--- config.mk ---
export PLATFORM = sky130hd
export DESIGN_NAME = cook_sequencer
export DESIGN_NICKNAME = d
export VERILOG_FILES = /design/src/rtl/cook_sequencer.sv
export SDC_FILE = /design/constraint.sdc
export NUM_CORES = 1
export LEC_CHECK = 0
export BUFFER_PORTS_ARGS = -buffer_cell sky130_fd_sc_hd__buf_2
export CELL_PAD_IN_SITES_DETAIL_PLACEMENT = 1
export CELL_PAD_IN_SITES_GLOBAL_PLACEMENT = 1
export CORE_UTILIZATION = 33
export CTS_CLUSTER_DIAMETER = 200
export CTS_CLUSTER_SIZE = 28
export DETAILED_ROUTE_END_ITERATION = 10
export PLACE_DENSITY = 0.66
export SLEW_MARGIN = 40
export SYNTH_ARGS = -nofsm -noshare
export SYNTH_HDL_FRONTEND = slang
export SYNTH_SLANG_ARGS = --single-unit
--- constraint.sdc ---
create_clock -name clock -period 2.1 [get_ports clock]
set_clock_uncertainty 0.2 [all_clocks]
set_input_delay 0.42 -clock clock [delete_from_list [all_inputs] [get_ports clock]]
set_output_delay 0.42 -clock clock [all_outputs]
set_load 0.01 [all_outputs]
--- src/rtl/cook_sequencer.sv ---
// cook_sequencer
//   Central cooking controller for the microwave. Shifts keypad digits into
//   the countdown timer, runs the cook/pause/done sequence, gates the
//   magnetron with a power-level duty cycle and enforces the door interlock.
//
// Ports
//   clock         system clock, all state on rising edge
//   resetn        asynchronous active-low reset
//   tick_1hz      one-cycle pulse once per second
//   start_req     one-cycle start pulse
//   stop_req      one-cycle stop pulse
//   clear_req     one-cycle clear pulse
//   door_closed   level, 1 = door closed
//   key_valid     one-cycle pulse, key_digit valid
//   key_digit     keypad digit 0..9
//   power_sel     one-cycle pulse, next digit sets the power level
//   timer_zero    timer reads 0:00
//   timer_load    one-cycle pulse, shifts timer_data into the timer
//   timer_data    digit for timer load
//   timer_clear   one-cycle pulse, clears the timer to 0:00
//   timer_enable  timer counts down while high
//   mag_on        magnetron drive
//   beep          done indicator
//   power_level   current power level 1..10
//   state         IDLE=0, ENTRY=1, COOK=2, PAUSE=3, DONE=4
module cook_sequencer #(
    parameter int MAX_DIGITS    = 3,
    parameter int DEFAULT_POWER = 10,
    parameter int DUTY_WINDOW   = 10,
    parameter int BEEP_SECS     = 3
) (
    input  logic       clock,
    input  logic       resetn,
    input  logic       tick_1hz,
    input  logic       start_req,
    input  logic       stop_req,
    input  logic       clear_req,
    input  logic       door_closed,
    input  logic       key_valid,
    input  logic [3:0] key_digit,
    input  logic       power_sel,
    input  logic       timer_zero,
    output logic       timer_load,
    output logic [3:0] timer_data,
    output logic       timer_clear,
    output logic       timer_enable,
    output logic       mag_on,
    output logic       beep,
    output logic [3:0] power_level,
    output logic [2:0] state
);

    localparam int DCW = $clog2(MAX_DIGITS + 1);
    localparam int TW  = (DUTY_WINDOW > 2) ? $clog2(DUTY_WINDOW) : 1;
    localparam int BW  = $clog2(BEEP_SECS + 1);

    localparam logic [DCW-1:0] DIGIT_LIMIT = DCW'(MAX_DIGITS);
    localparam logic [TW-1:0]  DUTY_LAST   = TW'(DUTY_WINDOW - 1);
    localparam logic [BW-1:0]  BEEP_LAST   = BW'(BEEP_SECS - 1);
    localparam logic [3:0]     POWER_INIT  = 4'(DEFAULT_POWER);

    typedef enum logic [2:0] {
        IDLE  = 3'd0,
        ENTRY = 3'd1,
        COOK  = 3'd2,
        PAUSE = 3'd3,
        DONE  = 3'd4
    } state_t;

    state_t         cur_state, nxt_state;
    logic [DCW-1:0] digit_cnt, digit_nxt;
    logic [TW-1:0]  duty_cnt, duty_nxt;
    logic [BW-1:0]  beep_cnt, beep_nxt;
    logic [3:0]     power_q, power_nxt;
    logic           pend_q, pend_nxt;
    logic           load_nxt, clear_nxt;
    logic [3:0]     data_nxt;

    always_ff @(posedge clock or negedge resetn) begin
        if (!resetn) begin
            cur_state   <= IDLE;
            digit_cnt   <= '0;
            duty_cnt    <= '0;
            beep_cnt    <= '0;
            power_q     <= POWER_INIT;
            pend_q      <= 1'b0;
            timer_load  <= 1'b0;
            timer_clear <= 1'b0;
            timer_data  <= '0;
        end else begin
            cur_state   <= nxt_state;
            digit_cnt   <= digit_nxt;
            duty_cnt    <= duty_nxt;
            beep_cnt    <= beep_nxt;
            power_q     <= power_nxt;
            pend_q      <= pend_nxt;
            timer_load  <= load_nxt;
            timer_clear <= clear_nxt;
            timer_data  <= data_nxt;
        end
    end

    // Each state branch tests its events in priority order, so only the
    // highest-priority event present in a cycle takes effect.
    always_comb begin
        nxt_state = cur_state;
        digit_nxt = digit_cnt;
        duty_nxt  = duty_cnt;
        beep_nxt  = beep_cnt;
        power_nxt = power_q;
        pend_nxt  = pend_q;
        load_nxt  = 1'b0;
        clear_nxt = 1'b0;
        data_nxt  = timer_data;

        if (clear_req) begin
            nxt_state = IDLE;
            clear_nxt = 1'b1;
            power_nxt = POWER_INIT;
            digit_nxt = '0;
            pend_nxt  = 1'b0;
        end else begin
            unique case (cur_state)
                IDLE, ENTRY: begin
                    if (cur_state == ENTRY && start_req && door_closed && !timer_zero) begin
                        nxt_state = COOK;
                        duty_nxt  = '0;
                    end else begin
                        if (key_valid) begin
                            if (pend_q) begin
                                // Digit 0 on the keypad means full power.
                                power_nxt = (key_digit == 4'd0) ? 4'd10 : key_digit;
                                pend_nxt  = 1'b0;
                            end else if (digit_cnt < DIGIT_LIMIT) begin
                                load_nxt  = 1'b1;
                                data_nxt  = key_digit;
                                digit_nxt = digit_cnt + 1'b1;
                                nxt_state = ENTRY;
                            end
                        end
                        if (power_sel) begin
                            pend_nxt = 1'b1;
                        end
                    end
                end
                COOK: begin
                    if (!door_closed) begin
                        nxt_state = PAUSE;
                    end else if (timer_zero) begin
                        nxt_state = DONE;
                        beep_nxt  = '0;
                    end else if (stop_req) begin
                        nxt_state = PAUSE;
                    end else if (tick_1hz) begin
                        duty_nxt = (duty_cnt == DUTY_LAST) ? '0 : duty_cnt + 1'b1;
                    end
                end
                PAUSE: begin
                    if (stop_req) begin
                        clear_nxt = 1'b1;
                        nxt_state = IDLE;
                        digit_nxt = '0;
                    end else if (start_req && door_closed) begin
                        nxt_state = COOK;
                    end
                end
                DONE: begin
                    if (key_valid || stop_req || start_req) begin
                        nxt_state = IDLE;
                        digit_nxt = '0;
                    end else if (tick_1hz) begin
                        if (beep_cnt == BEEP_LAST) begin
                            nxt_state = IDLE;
                            digit_nxt = '0;
                        end else begin
                            beep_nxt = beep_cnt + 1'b1;
                        end
                    end
                end
                default: begin
                    nxt_state = IDLE;
                    digit_nxt = '0;
                end
            endcase
        end
    end

    // door_closed is applied combinationally so opening the door cuts the
    // magnetron in the same cycle rather than one clock later.
    assign mag_on       = (cur_state == COOK) && door_closed &&
                          (32'(duty_cnt) < 32'(power_q));
    assign timer_enable = (cur_state == COOK);
    assign beep         = (cur_state == DONE);
    assign power_level  = power_q;
    assign state        = cur_state;

endmodule

==> impl_metrics.py <==
metrics = {
    "cells_and_area": {
        "instances_no_fill": 221,
        "antennaDiodeCount": 0,
        "drive_gt1_share_pct": 41.0,
        "finalNetCount": 195,
        "final_area_um2": 1720,
        "area_delta_synth_final_pct": 31.9,
        "fin_util_pct": 46.2,
    },
    "worst_setup_path": {
        "rr_worst_depth": 5,
        "start_kind": "register",
        "critPathMaxFanout": 2,
        "required_ns": 1.48,
        "regToRegEndpoint": "timer_data[3]",
        "crit_arrival_ns": 1.83,
        "worstSetupPathType": "reg -> out",
        "crit_start": "power_level[1]",
        "critPathCaptureType": "primary output",
        "r2r_slack_ns": 0.10,
        "r2r_start": "digit_cnt[0]",
    },
    "clock_tree": {
        "clkTransAtPathRegs_ns": 0.09,
        "clock-root-buffer": "clkbuf_8",
        "worstSkewPairLatency_ns": 0.26,
        "cts_max_level": 1,
        "cts_tree": "done",
        "cts_inserted_buffers": 3,
        "cts.sinks": 22,
        "cts_buffer_depth": 2,
    },
    "floorplanning": {
        "initial_utilization_pct": 35.1,
        "die-area_um2": 4200,
        "std_cell_rows": 22,
        "die_w_um": 64.8,
        "boundaryPins": 30,
        "core_um2": 3720,
        "dieHeight_um": 64.8,
    },
    "placement": {
        "post-place-ws_ns": -0.0744,
        "postPlaceCellArea_um2": 1600,
        "portBuffers": 29,
        "hpwl_mm": 2.54,
        "place_congestion": 0.765,
        "dp_cells": 214,
    },
    "global_routing": {
        "grt.total_usage_pct": 17.7,
        "grt_pass1_wl_mm": 5.63,
        "grt_overflow": 0,
        "grt_pass1_vias": 1194,
        "antenna_found_initial": 0,
        "grt_start_max_net_pins": 23,
    },
    "power": {
        "power_density_nw_per_um2": 615,
        "internal-power_uw": 799,
        "swShare_pct": 24.4,
        "p_comb_share_pct": 17.4,
        "p_switching_uw": 258,
        "ir_drop_mv": 0.233,
        "power_frac_clock_pct": 37.7,
        "p_leak_uw": 0.000854,
        "pwr-share-seq_pct": 44.9,
    },
    "timing": {
        "fin_crit_sh_pct": 117,
        "report.final.slew_viol_count": 0,
        "fin_ws_ns": -0.351,
        "hold_viol": 0,
        "grt_setup_unrepaired": "yes",
        "worst_pin_slew_ns": 0.614,
        "fmax_ghz": 0.408,
        "setup_viol": 1,
        "min_period_ns": 2.45,
        "timing.slew.headroom_pct": 58.9,
    },
    "drt": {
        "wl_per_cell_um": 15.0,
        "drc": 0,
        "dr.pass1.iters": 4,
        "vias": 1119,
        "vias_per_cell": 5.06,
        "antenna_left": 0,
        "drtIter0Drc": 27,
        "wirelength_mm": 3.31,
    },
    "min_path": {
        "holdPathEnd": "pend_q",
        "min-delay-start": "power_sel",
        "min_path_type": "in -> reg",
        "hold_depth": 3,
    },
    "yosys": {
        "synth.largest_area_cell": "dfrtp_1",
        "synth_most_common_cell": "dfrtp_1",
        "synthArstFlopShare_pct": 100,
        "ys_ff_latch": 22,
        "syn-cell-area_um2": 1300,
        "netlist_instances": 129,
        "synth_top_area_share_pct": 38.4,
        "seq_area_frac_synth_pct": 42.5,
        "syn_avg_cell_area_um2": 10.1,
        "yosys-top-cells-area": "dfrtp_1 (38%), ha_1 (6.7%), mux2_2 (4.3%), dfstp_2 (4.0%), nor3_1 (3.1%)",
        "synthFlopType": "dfrtp_1",
        "ys_types": 43,
        "yosysWarningCount": 0,
        "synth_edf_count": 0,
        "synth_common_cells": "dfrtp_1 (20), inv_1 (9), nand2_1 (8), nor2_1 (8), nor3_1 (8)",
        "syn-num-nets": 150,
    },
    "outcome": {
        "violations": "negative setup slack",
        "status": "finished with violations",
    },
    "run": {
        "drv_cap": 0,
    },
}
[logic make-up after synthesis]
kind of cell	Yosys count	synth area share, %
mux	9	7.78
simple gates	49	22.8
compound gates	27	14.6
flops	22	42.5
fa+ha+maj	7	6.72
buf+inv	15	5.67
[worst max-delay path by stage]
stage / endpoint / slack [ns] / cells past startpoint
after floorplan: mag_on / 0.02 / 5
after global placement: mag_on / -0.04 / 6
after detailed placement: mag_on / -0.07 / 6
after CTS: mag_on / -0.37 / 6
after global routing: mag_on / -0.44 / 6
final: mag_on / -0.35 / 6
[power by group through the flow]
stage	Clock (uW)	Combinational, uW	Sequential [uW]
after detailed placement	0	180	483
after global placement	0	175	480
final	399	184	475
after CTS	407	185	475
after floorplan	0	82.4	492
after global routing	429	204	479
[worst max-delay path, stage by stage, from the launching register on]
cell and delay [ns]:
dfstp_2 0.55, inv_2 0.04, ha_4 0.19, a21o_1 0.17
a21o_1 0.17, a2111oi_4 0.27, buf_2 0.18
[cell usage in the layout, fill, tap and decap left out, drive strengths merged, types with 3 or more instances in the layout]
cell type	synthesis	final
dfrtp	20	20
mux2i	3	3
a21o	4	4
mux2	6	6
nor3	9	9
nor2	8	8
inv	9	9
nor2b	4	4
ha	7	7
clkbuf	2	3
nand2	8	8
o21ai	4	4
nor4	3	3
nor3b	4	4
a21oi	7	7
buf	4	45
nand3	3	3
[state kept, by name (all words and copies together) (netlist names)]
name         count
digit_cnt        2
pend_q           1
timer_data       4
timer_load       1
state            3
beep_cnt         2
power_level      4
timer_clear      1
duty_cnt         4
[metal layers]
layer / vias up / wire, um / track usage, %
met5: - / 0 / 0
met4: 0 / 38 / 6.39
met3: 4 / 48 / 2.29
met2: 10 / 1760 / 31.8
met1: 552 / 1460 / 21.4
li1: 553 / - / -
[area by class of cell]
type                            instances  area [um^2]
Clock buffer                            3         41.3
Timing Repair Buffer                   46          279
Inverter                                9         33.8
Tap cell                               48         60.1
Sequential cell                        22          554
Clock inverter                          1         30.0
Fill cell                             430         2000
Multi-Input combinational cell         92          719
[per-stage QoR]
step	power (uW)	setup TNS, ns	hold slack (ns)
final	1060	-0.351	0.185
after global routing	1110	-0.439	0.183
after CTS	1070	-0.370	0.184
after detailed placement	663	-0.0744	0.216
after global placement	655	-0.0408	0.208
after floorplan	575	0	-0.0756
[timing repair]
item,CTS,global route
endpoints found under the hold margin,20,0
hold buffers,1,0
pin swaps,0,1
setup endpoints to repair,3,8
resized for setup,3,3
buffers inserted,1,1
Power figures use the tool's default switching activity.
